--- config.mk ---
export PLATFORM = sky130hd
export DESIGN_NAME = instr_decode_queue
export DESIGN_NICKNAME = d
export VERILOG_FILES = /design/src/rtl/instr_decode_queue.sv
export SDC_FILE = /design/constraint.sdc
export NUM_CORES = 1
export LEC_CHECK = 0
export ABC_AREA = 1
export BUFFER_PORTS_ARGS = -buffer_cell sky130_fd_sc_hd__buf_2
export CELL_PAD_IN_SITES_DETAIL_PLACEMENT = 1
export CELL_PAD_IN_SITES_GLOBAL_PLACEMENT = 2
export CORE_MARGIN = 2
export CORE_UTILIZATION = 30
export DETAILED_ROUTE_END_ITERATION = 6
export PLACE_DENSITY = 0.72
export RECOVER_POWER = 50
export SLEW_MARGIN = 20
export SYNTH_ARGS = -nofsm -noshare
export SYNTH_HDL_FRONTEND = slang
export SYNTH_SLANG_ARGS = --single-unit
--- constraint.sdc ---
create_clock -name clk -period 9.5 [get_ports clk]
set_clock_uncertainty 0.05 [all_clocks]
set_input_delay 1.9 -clock clk [delete_from_list [all_inputs] [get_ports clk]]
set_output_delay 1.9 -clock clk [all_outputs]
set_load 0.005 [all_outputs]
--- src/rtl/instr_decode_queue.sv ---
// -----------------------------------------------------------------------------
// instr_decode_queue
//
// Buffered decode stage between instruction fetch and execute. Raw
// instructions are accepted over a valid/ready handshake and decoded into a
// datapath control word as they are written. Up to DEPTH decoded entries are
// held in a circular FIFO. A per-register scoreboard for the integer and xmm
// register files holds the head entry back on RAW/WAW hazards until the
// producing register write retires.
//
// Optional feature macro: DECODE_XMM_EN
//   defined   : FP load/store (opcodes 0x01/0x09) decode, xmm scoreboard active
//   undefined : FP load/store decode as illegal, xmm scoreboard absent,
//               retire_is_xmm ignored (retire always clears an integer bit)
//
// Parameters
//   DEPTH  FIFO entries, power of two, >= 2
//   CNT_W  width of count
//
// Ports
//   clk, rst_n                    clock, synchronous active-low reset
//   in_valid/in_ready             fetch handshake
//   in_instr, in_pc               instruction word and its PC
//   out_valid/out_ready           issue handshake
//   out_instr, out_pc             head entry
//   should_read_mem/_write_mem/_write_reg/_write_xmm   head enables
//   rs1_addr, rs2_addr, rd_addr   head register fields
//   alu_a_src, alu_b_src          ALU operand selects
//   reg_write_src, xmm_write_src, mem_write_src       writeback/store selects
//   out_illegal                   head is unsupported or malformed
//   retire_valid, retire_rd, retire_is_xmm            register write committed
//   flush                         discard all queued entries
//   count                         occupied entries
// -----------------------------------------------------------------------------
module instr_decode_queue #(
    parameter int DEPTH = 4,
    parameter int CNT_W = $clog2(DEPTH) + 1
) (
    input  logic             clk,
    input  logic             rst_n,
    input  logic             in_valid,
    output logic             in_ready,
    input  logic [31:0]      in_instr,
    input  logic [31:0]      in_pc,
    output logic             out_valid,
    input  logic             out_ready,
    output logic [31:0]      out_instr,
    output logic [31:0]      out_pc,
    output logic             should_read_mem,
    output logic             should_write_mem,
    output logic             should_write_reg,
    output logic             should_write_xmm,
    output logic [4:0]       rs1_addr,
    output logic [4:0]       rs2_addr,
    output logic [4:0]       rd_addr,
    output logic [2:0]       alu_a_src,
    output logic [2:0]       alu_b_src,
    output logic [2:0]       reg_write_src,
    output logic [2:0]       xmm_write_src,
    output logic [1:0]       mem_write_src,
    output logic             out_illegal,
    input  logic             retire_valid,
    input  logic [4:0]       retire_rd,
    input  logic             retire_is_xmm,
    input  logic             flush,
    output logic [CNT_W-1:0] count
);

    localparam int PTR_W = $clog2(DEPTH);
    localparam logic [CNT_W-1:0] DEPTH_C = CNT_W'(DEPTH);

    // ALU operand selects
    localparam logic [2:0] SRC_ZERO     = 3'd0;
    localparam logic [2:0] SRC_PC_PLUS4 = 3'd1;
    localparam logic [2:0] SRC_PC       = 3'd2;
    localparam logic [2:0] SRC_REG      = 3'd3;
    localparam logic [2:0] SRC_IMM12    = 3'd4;
    localparam logic [2:0] SRC_IMM20    = 3'd5;

    // Writeback / store data selects
    localparam logic [2:0] WB_ALU  = 3'd2;
    localparam logic [2:0] WB_MEM  = 3'd4;
    localparam logic [1:0] MEM_REG = 2'd1;
    localparam logic [1:0] MEM_XMM = 2'd2;

    // Major opcodes, instr[6:2]
    localparam logic [4:0] OP_LOAD     = 5'h00;
    localparam logic [4:0] OP_LOAD_FP  = 5'h01;
    localparam logic [4:0] OP_FENCE    = 5'h03;
    localparam logic [4:0] OP_IMM      = 5'h04;
    localparam logic [4:0] OP_AUIPC    = 5'h05;
    localparam logic [4:0] OP_STORE    = 5'h08;
    localparam logic [4:0] OP_STORE_FP = 5'h09;
    localparam logic [4:0] OP_OP       = 5'h0c;
    localparam logic [4:0] OP_LUI      = 5'h0d;
    localparam logic [4:0] OP_BRANCH   = 5'h18;
    localparam logic [4:0] OP_JALR     = 5'h19;
    localparam logic [4:0] OP_JAL      = 5'h1b;

    // Decoded control word kept alongside each queued instruction. The
    // use_* flags tell the hazard check which scoreboard bits the entry reads.
    typedef struct packed {
        logic       illegal;
        logic       read_mem;
        logic       write_mem;
        logic       write_reg;
        logic       write_xmm;
        logic [2:0] a_src;
        logic [2:0] b_src;
        logic [2:0] reg_src;
        logic [2:0] xmm_src;
        logic [1:0] mem_src;
        logic       use_rs1;
        logic       use_rs2_int;
        logic       use_rs2_xmm;
    } dec_t;

    // Only the low seven bits select the control word; the register fields
    // are taken from the stored instruction at the head.
    function automatic dec_t decode(input logic [6:0] op7);
        dec_t d;
        d = '0;
        if (op7[1:0] == 2'b11) begin
            case (op7[6:2])
                OP_LOAD: begin
                    d.read_mem  = 1'b1;
                    d.write_reg = 1'b1;
                    d.a_src     = SRC_REG;
                    d.b_src     = SRC_IMM12;
                    d.reg_src   = WB_MEM;
                    d.use_rs1   = 1'b1;
                end
`ifdef DECODE_XMM_EN
                OP_LOAD_FP: begin
                    d.read_mem  = 1'b1;
                    d.write_xmm = 1'b1;
                    d.a_src     = SRC_REG;
                    d.b_src     = SRC_IMM12;
                    d.xmm_src   = WB_MEM;
                    d.use_rs1   = 1'b1;
                end
                OP_STORE_FP: begin
                    d.write_mem   = 1'b1;
                    d.a_src       = SRC_REG;
                    d.b_src       = SRC_IMM12;
                    d.mem_src     = MEM_XMM;
                    d.use_rs1     = 1'b1;
                    d.use_rs2_xmm = 1'b1;
                end
`else
                OP_LOAD_FP, OP_STORE_FP: begin
                    d.illegal = 1'b1;
                end
`endif
                OP_FENCE: begin
                    d.illegal = 1'b0;
                end
                OP_IMM: begin
                    d.write_reg = 1'b1;
                    d.a_src     = SRC_REG;
                    d.b_src     = SRC_IMM12;
                    d.reg_src   = WB_ALU;
                    d.use_rs1   = 1'b1;
                end
                OP_AUIPC: begin
                    d.write_reg = 1'b1;
                    d.a_src     = SRC_PC;
                    d.b_src     = SRC_IMM20;
                    d.reg_src   = WB_ALU;
                end
                OP_STORE: begin
                    d.write_mem   = 1'b1;
                    d.a_src       = SRC_REG;
                    d.b_src       = SRC_IMM12;
                    d.mem_src     = MEM_REG;
                    d.use_rs1     = 1'b1;
                    d.use_rs2_int = 1'b1;
                end
                OP_OP: begin
                    d.write_reg   = 1'b1;
                    d.a_src       = SRC_REG;
                    d.b_src       = SRC_REG;
                    d.reg_src     = WB_ALU;
                    d.use_rs1     = 1'b1;
                    d.use_rs2_int = 1'b1;
                end
                OP_LUI: begin
                    d.write_reg = 1'b1;
                    d.a_src     = SRC_ZERO;
                    d.b_src     = SRC_IMM20;
                    d.reg_src   = WB_ALU;
                end
                OP_BRANCH: begin
                    d.a_src       = SRC_REG;
                    d.b_src       = SRC_REG;
                    d.use_rs1     = 1'b1;
                    d.use_rs2_int = 1'b1;
                end
                OP_JALR: begin
                    d.write_reg = 1'b1;
                    d.a_src     = SRC_PC_PLUS4;
                    d.b_src     = SRC_ZERO;
                    d.reg_src   = WB_ALU;
                    d.use_rs1   = 1'b1;
                end
                OP_JAL: begin
                    d.write_reg = 1'b1;
                    d.a_src     = SRC_PC_PLUS4;
                    d.b_src     = SRC_ZERO;
                    d.reg_src   = WB_ALU;
                end
                default: begin
                    d.illegal = 1'b1;
                end
            endcase
        end else begin
            // Compressed / malformed encodings: flagged, everything else zero.
            d.illegal = 1'b1;
        end
        return d;
    endfunction

    // FIFO storage and state
    logic [31:0]      instr_mem_r [DEPTH];
    logic [31:0]      pc_mem_r    [DEPTH];
    dec_t             dec_mem_r   [DEPTH];
    logic [PTR_W-1:0] wr_ptr_r;
    logic [PTR_W-1:0] rd_ptr_r;
    logic [CNT_W-1:0] count_r;

    // Scoreboards: one pending-write bit per architectural register
    logic [31:0] int_sb_r;
    logic [31:0] int_sb_next_s;
    logic [31:0] int_set_s;
    logic [31:0] int_clr_s;
    logic [31:0] xmm_sb_s;
`ifdef DECODE_XMM_EN
    logic [31:0] xmm_sb_r;
    logic [31:0] xmm_sb_next_s;
    logic [31:0] xmm_set_s;
    logic [31:0] xmm_clr_s;
`else
    logic        unused_retire_is_xmm_s;
`endif

    // Head view and handshake
    logic        nonempty_s;
    dec_t        head_dec_s;
    logic [31:0] head_instr_s;
    logic [31:0] head_pc_s;
    logic [4:0]  head_rs1_s;
    logic [4:0]  head_rs2_s;
    logic [4:0]  head_rd_s;
    logic        blocked_s;
    logic        in_ready_s;
    logic        out_valid_s;
    logic        enq_s;
    logic        deq_s;

    assign xmm_sb_s = '0;

    // Head entry selection; an empty queue presents all-zero fields.
    always_comb begin
        nonempty_s = (count_r != '0);
        if (nonempty_s) begin
            head_dec_s   = dec_mem_r[rd_ptr_r];
            head_instr_s = instr_mem_r[rd_ptr_r];
            head_pc_s    = pc_mem_r[rd_ptr_r];
        end else begin
            head_dec_s   = '0;
            head_instr_s = 32'h0000_0000;
            head_pc_s    = 32'h0000_0000;
        end
        head_rs1_s = head_instr_s[19:15];
        head_rs2_s = head_instr_s[24:20];
        head_rd_s  = head_instr_s[11:7];
    end

    // Hazard check against the registered scoreboards (no retire bypass).
    always_comb begin
        blocked_s = 1'b0;
        if (!head_dec_s.illegal) begin
            blocked_s = (head_dec_s.use_rs1     && int_sb_r[head_rs1_s])
                     || (head_dec_s.use_rs2_int && int_sb_r[head_rs2_s])
                     || (head_dec_s.write_reg   && int_sb_r[head_rd_s])
`ifdef DECODE_XMM_EN
                     || (head_dec_s.use_rs2_xmm && xmm_sb_r[head_rs2_s])
                     || (head_dec_s.write_xmm   && xmm_sb_r[head_rd_s])
`endif
                     || (head_dec_s.use_rs2_xmm && xmm_sb_s[head_rs2_s]);
        end else begin
            blocked_s = 1'b0;
        end
    end

    // Handshakes. in_ready depends only on occupancy, so a full queue
    // refuses input even when the head leaves in the same cycle.
    always_comb begin
        in_ready_s  = rst_n && (count_r < DEPTH_C);
        out_valid_s = rst_n && !flush && nonempty_s && !blocked_s;
        enq_s       = in_valid && in_ready_s && !flush;
        deq_s       = out_valid_s && out_ready;
    end

    // Scoreboard set-on-issue / clear-on-retire; integer x0 never tracked.
    always_comb begin
        int_set_s = 32'h0000_0000;
        int_clr_s = 32'h0000_0000;
        if (deq_s && head_dec_s.write_reg && (head_rd_s != 5'd0)) begin
            int_set_s = 32'h0000_0001 << head_rd_s;
        end else begin
            int_set_s = 32'h0000_0000;
        end
`ifdef DECODE_XMM_EN
        if (retire_valid && !retire_is_xmm) begin
`else
        if (retire_valid) begin
`endif
            int_clr_s = 32'h0000_0001 << retire_rd;
        end else begin
            int_clr_s = 32'h0000_0000;
        end
        int_sb_next_s = ((int_sb_r & ~int_clr_s) | int_set_s) & 32'hFFFF_FFFE;
    end

`ifdef DECODE_XMM_EN
    // xmm scoreboard next state.
    always_comb begin
        xmm_set_s = 32'h0000_0000;
        xmm_clr_s = 32'h0000_0000;
        if (deq_s && head_dec_s.write_xmm) begin
            xmm_set_s = 32'h0000_0001 << head_rd_s;
        end else begin
            xmm_set_s = 32'h0000_0000;
        end
        if (retire_valid && retire_is_xmm) begin
            xmm_clr_s = 32'h0000_0001 << retire_rd;
        end else begin
            xmm_clr_s = 32'h0000_0000;
        end
        xmm_sb_next_s = (xmm_sb_r & ~xmm_clr_s) | xmm_set_s;
    end

    // xmm scoreboard register; flush leaves it intact.
    always_ff @(posedge clk) begin
        if (!rst_n) begin
            xmm_sb_r <= 32'h0000_0000;
        end else begin
            xmm_sb_r <= xmm_sb_next_s;
        end
    end
`else
    assign unused_retire_is_xmm_s = retire_is_xmm;
`endif

    // Integer scoreboard register; flush leaves it intact.
    always_ff @(posedge clk) begin
        if (!rst_n) begin
            int_sb_r <= 32'h0000_0000;
        end else begin
            int_sb_r <= int_sb_next_s;
        end
    end

    // Pointer and occupancy update; flush overrides any transfer.
    always_ff @(posedge clk) begin
        if (!rst_n) begin
            wr_ptr_r <= '0;
            rd_ptr_r <= '0;
            count_r  <= '0;
        end else if (flush) begin
            wr_ptr_r <= '0;
            rd_ptr_r <= '0;
            count_r  <= '0;
        end else begin
            if (enq_s) begin
                wr_ptr_r <= wr_ptr_r + PTR_W'(1);
            end
            if (deq_s) begin
                rd_ptr_r <= rd_ptr_r + PTR_W'(1);
            end
            case ({enq_s, deq_s})
                2'b10:   count_r <= count_r + CNT_W'(1);
                2'b01:   count_r <= count_r - CNT_W'(1);
                default: count_r <= count_r;
            endcase
        end
    end

    // Entry storage: decode happens once, on the way in.
    always_ff @(posedge clk) begin
        if (enq_s) begin
            instr_mem_r[wr_ptr_r] <= in_instr;
            pc_mem_r[wr_ptr_r]    <= in_pc;
            dec_mem_r[wr_ptr_r]   <= decode(in_instr[6:0]);
        end
    end

    // Output drive from the head entry.
    always_comb begin
        in_ready         = in_ready_s;
        out_valid        = out_valid_s;
        out_instr        = head_instr_s;
        out_pc           = head_pc_s;
        should_read_mem  = head_dec_s.read_mem;
        should_write_mem = head_dec_s.write_mem;
        should_write_reg = head_dec_s.write_reg;
        should_write_xmm = head_dec_s.write_xmm;
        rs1_addr         = head_rs1_s;
        rs2_addr         = head_rs2_s;
        rd_addr          = head_rd_s;
        alu_a_src        = head_dec_s.a_src;
        alu_b_src        = head_dec_s.b_src;
        reg_write_src    = head_dec_s.reg_src;
        xmm_write_src    = head_dec_s.xmm_src;
        mem_write_src    = head_dec_s.mem_src;
        out_illegal      = head_dec_s.illegal;
        count            = count_r;
    end

endmodule

==> results of run 1 <==
layout make-up:
type                       instances  share of cell area [%]
sequential                       344                    55.7
multi-input combinational       1009                    26.1
clock buffer                      51                    6.08
timing repair buffer             184                    4.86
tap                              680                    4.77
inverter                          79                    1.73
clock inverter                    20                   0.813
antenna                            1                  0.0140
kinds of logic (layout without fill, tap and decap cells):
kind of cell,Yosys count,in the layout,share of synthesized area [%]
AO/OA/AOI/OAI,269,269,9.23
other,1,8,0.0243
flip-flops,344,344,64.3
adder cells (fa/ha/maj),6,6,0.534
AND/OR/NAND/NOR,726,726,20.0
buffers and inverters,184,334,5.85
XOR/XNOR,1,1,0.0567
sequential cells by signal (all words and copies together), names as in the netlist, named ones only:
register	cells
instr_mem_r	128
pc_mem_r	128
dec_mem_r	48
int_sb_r	31
count	3
rd_ptr_r	2
wr_ptr_r	2
Yosys cell counts:
master | n | area share, %
ha_1 | 5 | 0.40
conb_1 | 1 | 0.024
inv_6 | 1 | 0.057
nor2_4 | 1 | 0.073
nand4_4 | 1 | 0.14
nand4_1 | 35 | 1.4
inv_2 | 5 | 0.12
o21ai_1 | 12 | 0.39
o21a_1 | 1 | 0.049
nand2_2 | 4 | 0.16
a21boi_0 | 8 | 0.39
o31ai_1 | 1 | 0.049
a21boi_1 | 1 | 0.049
a21oi_1 | 101 | 3.3
buf_2 | 7 | 0.23
a211oi_1 | 1 | 0.049
nor2_1 | 390 | 9.5
inv_4 | 2 | 0.081
buf_6 | 11 | 0.80
fa_1 | 1 | 0.13
a32o_1 | 4 | 0.26
inv_1 | 67 | 1.6
dfxtp_1 | 40 | 5.2
clkbuf_1 | 42 | 1.0
nand3_4 | 4 | 0.45
xor2_1 | 1 | 0.057
nand3_1 | 91 | 2.9
buf_4 | 29 | 1.4
o2111ai_1 | 1 | 0.057
nand2_1 | 175 | 4.3
a21oi_4 | 2 | 0.21
o21ai_0 | 134 | 4.3
nor3_1 | 10 | 0.32
clkinv_2 | 2 | 0.065
nor2_2 | 3 | 0.12
buf_1 | 16 | 0.39
nor4_1 | 4 | 0.16
edfxtp_1 | 304 | 59
a31oi_1 | 3 | 0.12
clkinv_1 | 2 | 0.049
nand3_2 | 8 | 0.52
path summary, 6_finish.rpt:
path	start	to	slack (ns)	cells after the start
max	flop	out_valid	2.70	17
min	rd_ptr_r[0]	flop	0.45	2
max reg2reg	flop	count[2]	4.25	25
min reg2reg	rd_ptr_r[0]	flop	0.45	2
per-stage QoR:
| step | power [W] | cell area, sq um |
|---|---|---|
| CTS | 0.00328 | 18000 |
| global placement | 0.00180 | 16700 |
| global route | 0.00334 | 17900 |
| finish | 0.00322 | 17900 |
| detailed placement | 0.00180 | 16700 |
| floorplan | 0.00175 | 15500 |
critical path, delay by kind of cell (launching register included):
kind / cells / cell delay [ns]
AO/OA/AOI/OAI: 1 / 0.52
buffers and inverters: 4 / 1.58
flip-flops: 1 / 0.84
AND/OR/NAND/NOR: 12 / 1.30
power groups by stage:
stage | Clock, W | Combinational, W | Sequential, W
floorplan | 0 | 0.0000530 | 0.00169
CTS | 0.00151 | 0.000108 | 0.00166
finish | 0.00146 | 0.000102 | 0.00166
detailed placement | 0 | 0.000108 | 0.00169
global route | 0.00156 | 0.000115 | 0.00166
global placement | 0 | 0.000105 | 0.00169
layer usage:
metal / up-vias / GRT usage (%)
met2: 196 / 29.9
met5: - / 0
met4: 6 / 4.27
met3: 68 / 3.87
met1: 5587 / 21.2
li1: 5512 / -
==> metrics.md, run 1 <==
| Metric | Value |
|---|---|
| GR Overflow Total | 0 |
| First-pass GRT wire length | 69800 um |
| Antenna violations before repair | 5 |
| Hpwl dp | 28300 um |
| Filler cells | 5796 |
| RePlAce Congestion | 0.842 |
| Post-route DRC | 0 |
| Max_slew headroom | -72.3% |
| Layout area overhead | 15.5% |
| Fmax | ~0.15 GHz |
| Iter 0 DRT Violations | 518 |
| DR WL met2 | 22400 um |
| Htree depth | 2 |
| Top Metal Used | met5 |
| Largest net degree at the start of global routing | 87 |
| Count of yosys warnings during synthesis | 0 |
| Sw Ratio | 21.8% |
| CTS tree | built |
| Ratio of cells with drive above 1 in the final layout | 12.3% |
| DR WL/cell | a little under 20 um |
| Clk sink count | 344 |
| Util after Layout | a little over a third |
| DR WL met3 | ~2200 um |
| WL final | 45700 um |
| Worst slack, placed | 3.22 ns |
| Final setup fails | 0 |
| Clk pwr share | 45.3% |
| GRT Total Usage | about 17% |
| Initial Util | 30.2% |
| Root buf cell | clkbuf_16 |
| Clock latency on the worst-skew pair | 0.56 ns |
| Comb power frac | 3.1% |
| Final cell count without fillers | ~2400 |
| Vias per std cell | 4.80 |
| Final setup margin | between 2 and 3 ns |
| Total number of vias | roughly 11000 |
| Status | finished with violations |
| Max Slew Vio Count | 121 |
| Highest cell delay on the worst timing path | 0.84 ns |
| Post-CTS setup buffer count | 0 |
| Arr. time, crit path | 4.85 ns |
| Ports | around 180 |
| FP Rows | 83 |
| Netlist Area Pre-Place | 15500 sq um |
| Storage element area | 9940 sq um |
| Pwr per Cell Area | 181 nW/um^2 |
| Register area share after synthesis | 64.3% |
| Pre-antenna DRT Iters | 4 |
| Critical Path RT | ~7.6 ns |
| Internal Pwr Total | 0.00252 W |
| Period utilization | 71.6% |
| Antenna-violating nets left | 0 |
| Leak Pwr | 6.35 nW |
| Vias in the first global route | 11800 |
| DP Cell Count | between 2000 and 2500 |
| Startpoint types | flop |
| CP endpoint kind | output port |
| CP most frequent cell | nand2_1 |
| Multi-input gate area | 4660 sq um |
| CTS buffer count | 41 |
| Worst-path cell chain | buf_4 > buf_4 > nand2_1 > nand2_1 > nand2_1 > nand2_1 > nand2_2 > clkinv_2 > nand3_1 > nand3_1 > nand3_1 > nand2_1 > nand2_1 > nand3_1 > nand3_2 > a21boi_0 > buf_2 |
| Worst vdd ir | 0.129 mV |
| Hold Vio Cnt, Final | 0 |
| Setup TNS | 0 ns |
| Nets@finish | between 1500 and 2000 |
| Unique masters post-synth | 41 |
| Mapped Cells | 1531 |
| WHS | approximately 0.45 ns |
| Most frequent cells in the layout | nor2_1 (388), edfxtp_1 (304), nand2_1 (175) |
| Max Cap Viol | 4 |
| Core footprint | 51100 sq um |
| Switching power | 0.000703 W |
| Critical path's slowest cell | dfxtp_4 |
| Die Y | 231 um |
| Met1 WL | a little over 20000 um |
| HP Class | reg -> reg |
| Die Footprint | 53300 sq um |
| CTS hold repair buffers | 0 |
| Die Wd | 231 um |
| Failing checks | capacitance limit, slew limit |
| Syn avg cell area | 10.1 sq um |
| Port Buffers | 170 |
| Worst-path clk slew | ~0.050 ns |
| Synth Register Bits | 344 |
| Maximum root-to-sink buffer count | 3 |
| Fin crit period | 6.80 ns |
| Setup CP Type | reg -> out |
| Largest fanout on the critical path | 58 |
| Worst Tran Pin Value | 2.58 ns |
| Sequential share of power | 51.5% |
| RSZ-0062 raised after global routing | no |
| Cells resized by post-CTS repair | 0 |
| Commonest non-fill, non-tap cell in the layout | nor2_1 |
Note: power is estimated with default switching activity, not from simulation.
==> run 2: changes to the inputs <==
--- a/config.mk
+++ b/config.mk
@@ -5,14 +5,14 @@
 export SDC_FILE = /design/constraint.sdc
 export NUM_CORES = 1
 export LEC_CHECK = 0
-export ABC_AREA = 1
+export ABC_AREA = 0
 export BUFFER_PORTS_ARGS = -buffer_cell sky130_fd_sc_hd__buf_2
 export CELL_PAD_IN_SITES_DETAIL_PLACEMENT = 1
 export CELL_PAD_IN_SITES_GLOBAL_PLACEMENT = 2
 export CORE_MARGIN = 2
 export CORE_UTILIZATION = 30
 export DETAILED_ROUTE_END_ITERATION = 6
-export PLACE_DENSITY = 0.72
+export PLACE_DENSITY = 0.66
 export RECOVER_POWER = 50
 export SLEW_MARGIN = 20
 export SYNTH_ARGS = -nofsm -noshare
==> constraint.sdc (replaced) <==
create_clock -name clk -period 6.6 [get_ports clk]
set_clock_uncertainty 0.05 [all_clocks]
set_input_delay 1.32 -clock clk [delete_from_list [all_inputs] [get_ports clk]]
set_output_delay 1.32 -clock clk [all_outputs]
set_load 0.005 [all_outputs]
==> run 2 against run 1 <==
The run still ends with capacitance limit, slew limit left. Register-to-register slack got worse by 2.6 ns. Worst setup slack worse by 1.9 ns. Count of clock-buffer cells in the layout shrank 1. Sequential share of layout area up 1.0 points. Synthesized area down 2.8%. Largest cell class unchanged. Critical path type unchanged. Final cell count is 25% lower.
==> metrics.md, run 2 <==
| Metric | Value |
|---|---|
| Status | finished with violations (unchanged) |
| Failing checks | capacitance limit, slew limit (unchanged) |
| Clk pwr share | 45.0% (was 45.3%) |
| FP Rows | 81 (was 83) |
| Post-CTS setup buffer count | 0 (unchanged) |
| First-pass GRT wire length | 59900 um (was 69800 um) |
| Core footprint | 49200 sq um (was 51100 sq um) |
| Most numerous cell in the Yosys netlist | edfxtp_1 (was nor2_1) |
| Clock latency on the worst-skew pair | 0.58 ns (was 0.56 ns) |
| Storage element area | 9940 sq um (unchanged) |
| RSZ-0062 raised after global routing | no (unchanged) |
| Post-synth EDFFs | 304 (unchanged) |
| Pwr per Cell Area | 264 nW/um^2 (was 181 nW/um^2) |
| Unique masters post-synth | 65 (was 41) |
| Post-synthesis xor/xnor area fraction | 0.233% (was 0.0567%) |
| DP Cell Count | 1719 (was 2296) |
| Root buf cell | clkbuf_16 (unchanged) |
| GRT Total Usage | 15.0% (was 17.1%) |
| CTS buffer count | 40 (was 41) |
| Fin crit period | 5.83 ns |
| Worst Tran Pin Value | 3.01 ns (was 2.58 ns) |
| Mapped Cells | 946 (was 1531) |
| Die Wd | 228 um (was 231 um) |
| Comb power frac | 3.3% (was 3.1%) |
| GR Overflow Total | 0 (unchanged) |
| WHS | 0.443 ns (was 0.450 ns) |
| Synth Register Bits | 344 (unchanged) |
| Filler cells | 5076 (was 5796) |
| Largest family of logic cells by synthesized area | multiplexers (was simple AND/OR/NAND/NOR gates) |
| Setup CP Type | reg -> out (unchanged) |
| Internal Pwr Total | 0.00364 W (was 0.00252 W) |
| CP endpoint kind | output port (unchanged) |
| Synth top cells by count | edfxtp_1 (304), mux4_2 (76), and2_1 (67) (was nor2_1 (390), edfxtp_1 (304), nand2_1 (175)) |
| CTS tree | built (unchanged) |
| Synth Area in Compound Gates | 7.15% (was 9.23%) |
| Ratio of cells with drive above 1 in the final layout | 22.9% (was 12.3%) |
| Netlist Area Pre-Place | 15000 sq um (was 15500 sq um) |
| Worst vdd ir | 0.202 mV (was 0.129 mV) |
| Vias per std cell | 5.03 (was 4.80) |
| Hold Vio Cnt, Final | 0 (unchanged) |
| CTS hold repair buffers | 0 (unchanged) |
| Yosys top cell area share | 60.8% (was 59.1%) |
| Commonest non-fill, non-tap cell in the layout | edfxtp_1 (was nor2_1) |
| Final setup fails | 0 (unchanged) |
| Period utilization | 88.3% |
| Leak Pwr | 5.78 nW (was 6.35 nW) |
| Iter 0 DRT Violations | 587 (was 518) |
| Worst setup endpoint | out_valid (unchanged) |
| Biggest regs | instr_mem_r: 128 flops, pc_mem_r: 128 flops, dec_mem_r: 48 flops (unchanged) |
| Simple-gate area share of the yosys netlist | 8.59% (was 20.0%) |
| Critical register-to-register path endpoint | count[2] (unchanged) |
| WL final | 39400 um (was 45700 um) |
| Worst-path clk slew | 0.06 ns (was 0.05 ns) |
| Hpwl dp | 25300 um (was 28300 um) |
| Adder-Cell Fraction of Synth Area | 0.550% (was 0.534%) |
| Switching power | 0.000983 W (was 0.000703 W) |
| Die Y | 228 um (was 231 um) |
| Max Slew Vio Count | 191 (was 121) |
| Asr flop ratio synth | 0% (unchanged) |
| Count of yosys warnings during synthesis | 0 (unchanged) |
| Layout area overhead | 16.7% (was 15.5%) |
| RePlAce Congestion | 0.819 (was 0.842) |
| DR WL/cell | 22.0 um (was 19.3 um) |
| Critical Path RT | 5.23 ns (was 7.55 ns) |
| Arr. time, crit path | 4.46 ns (was 4.85 ns) |
| Initial Util | 30.5% (was 30.2%) |
| Sw Ratio | 21.3% (was 21.8%) |
| Pre-antenna DRT Iters | 5 (was 4) |
| Fmax | 0.171 GHz |
| Sequential share of power | 51.7% (was 51.5%) |
| Ys flop type | edfxtp_1 (unchanged) |
| Most frequent cells in the layout | edfxtp_1 (304), buf_2 (102), clkbuf_1 (77) (was nor2_1 (388), edfxtp_1 (304), nand2_1 (175)) |
| Htree depth | 2 (unchanged) |
| Syn avg cell area | 15.9 sq um (was 10.1 sq um) |
| Multi-input gate area | 4610 sq um (was 4660 sq um) |
| R2R cell count | 16 (was 25) |
| Cell taking the most area after synthesis | edfxtp_1 (unchanged) |
| Cells resized by post-CTS repair | 0 (unchanged) |
| Max Cap Viol | 4 (unchanged) |
| Antenna-violating nets left | 0 (unchanged) |
| Nets@finish | 1179 (was 1741) |
| Largest net degree at the start of global routing | 63 (was 87) |
| Register area share after synthesis | 66.1% (was 64.3%) |
| Port Buffers | 170 (unchanged) |
| Antenna violations before repair | 4 (was 5) |
| Vias in the first global route | 9571 (was 11800) |
| Final cell count without fillers | 1786 (was 2368) |
| Multiplexer area fraction after synthesis | 14.0% (was 0%) |
| Startpoint types | flop (unchanged) |
| Max_slew headroom | -101% (was -72.3%) |
| DP Area | 16400 sq um (was 16700 sq um) |
| Die Footprint | 51900 sq um (was 53300 sq um) |
| Ports | 179 (unchanged) |
| Post-route DRC | 0 (unchanged) |
| Clk sink count | 344 (unchanged) |
| Post-route cell area | 17500 sq um (was 17900 sq um) |
| HP Class | reg -> reg (unchanged) |
| Total number of vias | 8980 (was 11400) |
| Setup TNS | 0 ns (unchanged) |
| Slack of the worst reg-to-reg path | 1.63 ns (was 4.25 ns) |
| Largest fanout on the critical path | 34 (was 58) |
| Maximum root-to-sink buffer count | 3 (unchanged) |
| Synth area leaders | edfxtp_1 (61%), mux4_2 (11%), dfxtp_1 (5.3%), and2_1 (2.8%), mux2i_1 (2.2%) (was edfxtp_1 (59%), nor2_1 (9.5%), dfxtp_1 (5.2%), o21ai_0 (4.3%), nand2_1 (4.3%)) |
-- run 2: power by group through the flow --
| stage | sequential [W] | combinational (W) | clock, W |
|---|---|---|---|
| detailed placement | 0.00244 | 0.000160 | 0 |
| finish | 0.00239 | 0.000152 | 0.00208 |
| CTS | 0.00239 | 0.000161 | 0.00214 |
| global route | 0.00239 | 0.000169 | 0.00221 |
| floorplan | 0.00244 | 0.0000854 | 0 |
| global placement | 0.00243 | 0.000155 | 0 |
-- run 2: routing by layer --
layer  vias to the layer above  GRT usage [%]  routed length (um)
met5                         -              0                  41
met4                         6           4.52                 811
met3                        60           4.32                2550
met2                       238           24.5               18900
met1                      4655           19.4               17100
li1                       4021              -                   -
-- run 2: how the worst min path moves through the flow --
stage / slack [ns] / from / cells past startpoint / endpoint
4_1_cts: 0.45 / rd_ptr_r[1] / 2 / rd_ptr_r[1]
6_report: 0.44 / rd_ptr_r[1] / 2 / flop
2_1_floorplan: 0.40 / rd_ptr_r[1] / 2 / flop
5_1_grt: 0.51 / rd_ptr_r[1] / 2 / flop
3_5_place_dp: 0.43 / rd_ptr_r[1] / 2 / flop
3_3_place_gp: 0.41 / rd_ptr_r[1] / 2 / rd_ptr_r[1]
-- run 2: through the flow --
| step | setup slack, ns | power, W | utilization (%) |
|---|---|---|---|
| floorplan | 2.37 | 0.00252 | - |
| global placement | 1.30 | 0.00259 | 33.4 |
| detailed placement | 1.32 | 0.00260 | 33.4 |
| CTS | 0.710 | 0.00469 | 35.8 |
| global route | 0.415 | 0.00478 | 35.6 |
| finish | 0.769 | 0.00463 | 35.6 |
-- run 2: critical path: stages, from the launching register on --
cell and delay (ns):
dfxtp_4 0.68, mux4_2 0.76, inv_1 0.18, nor2_1 0.19
a221oi_1 0.37, nor3_1 0.10, or4_1 0.53, a31oi_1 0.39
nand2b_4 0.45, nor2_1 0.06, buf_2 0.13
-- run 2: cell families after synthesis --
group                    count (synthesis)
AND/OR/NAND/NOR                        233
buffers and inverters                   98
XOR/XNOR                                 4
other                                    1
flip-flops                             344
multiplexers                           114
AO/OA/AOI/OAI                          146
adder cells (fa/ha/maj)                  6
-- run 2: area by class of cell --
| cell class | count | area share, % |
|---|---|---|
| Clock inverter | 16 | 0.985 |
| Multi-Input combinational cell | 510 | 26.3 |
| Antenna cell | 1 | 0.0143 |
| Inverter | 21 | 0.450 |
| Tap cell | 664 | 4.74 |
| Sequential cell | 344 | 56.7 |
| Clock buffer | 50 | 5.98 |
| Timing Repair Buffer | 180 | 4.80 |
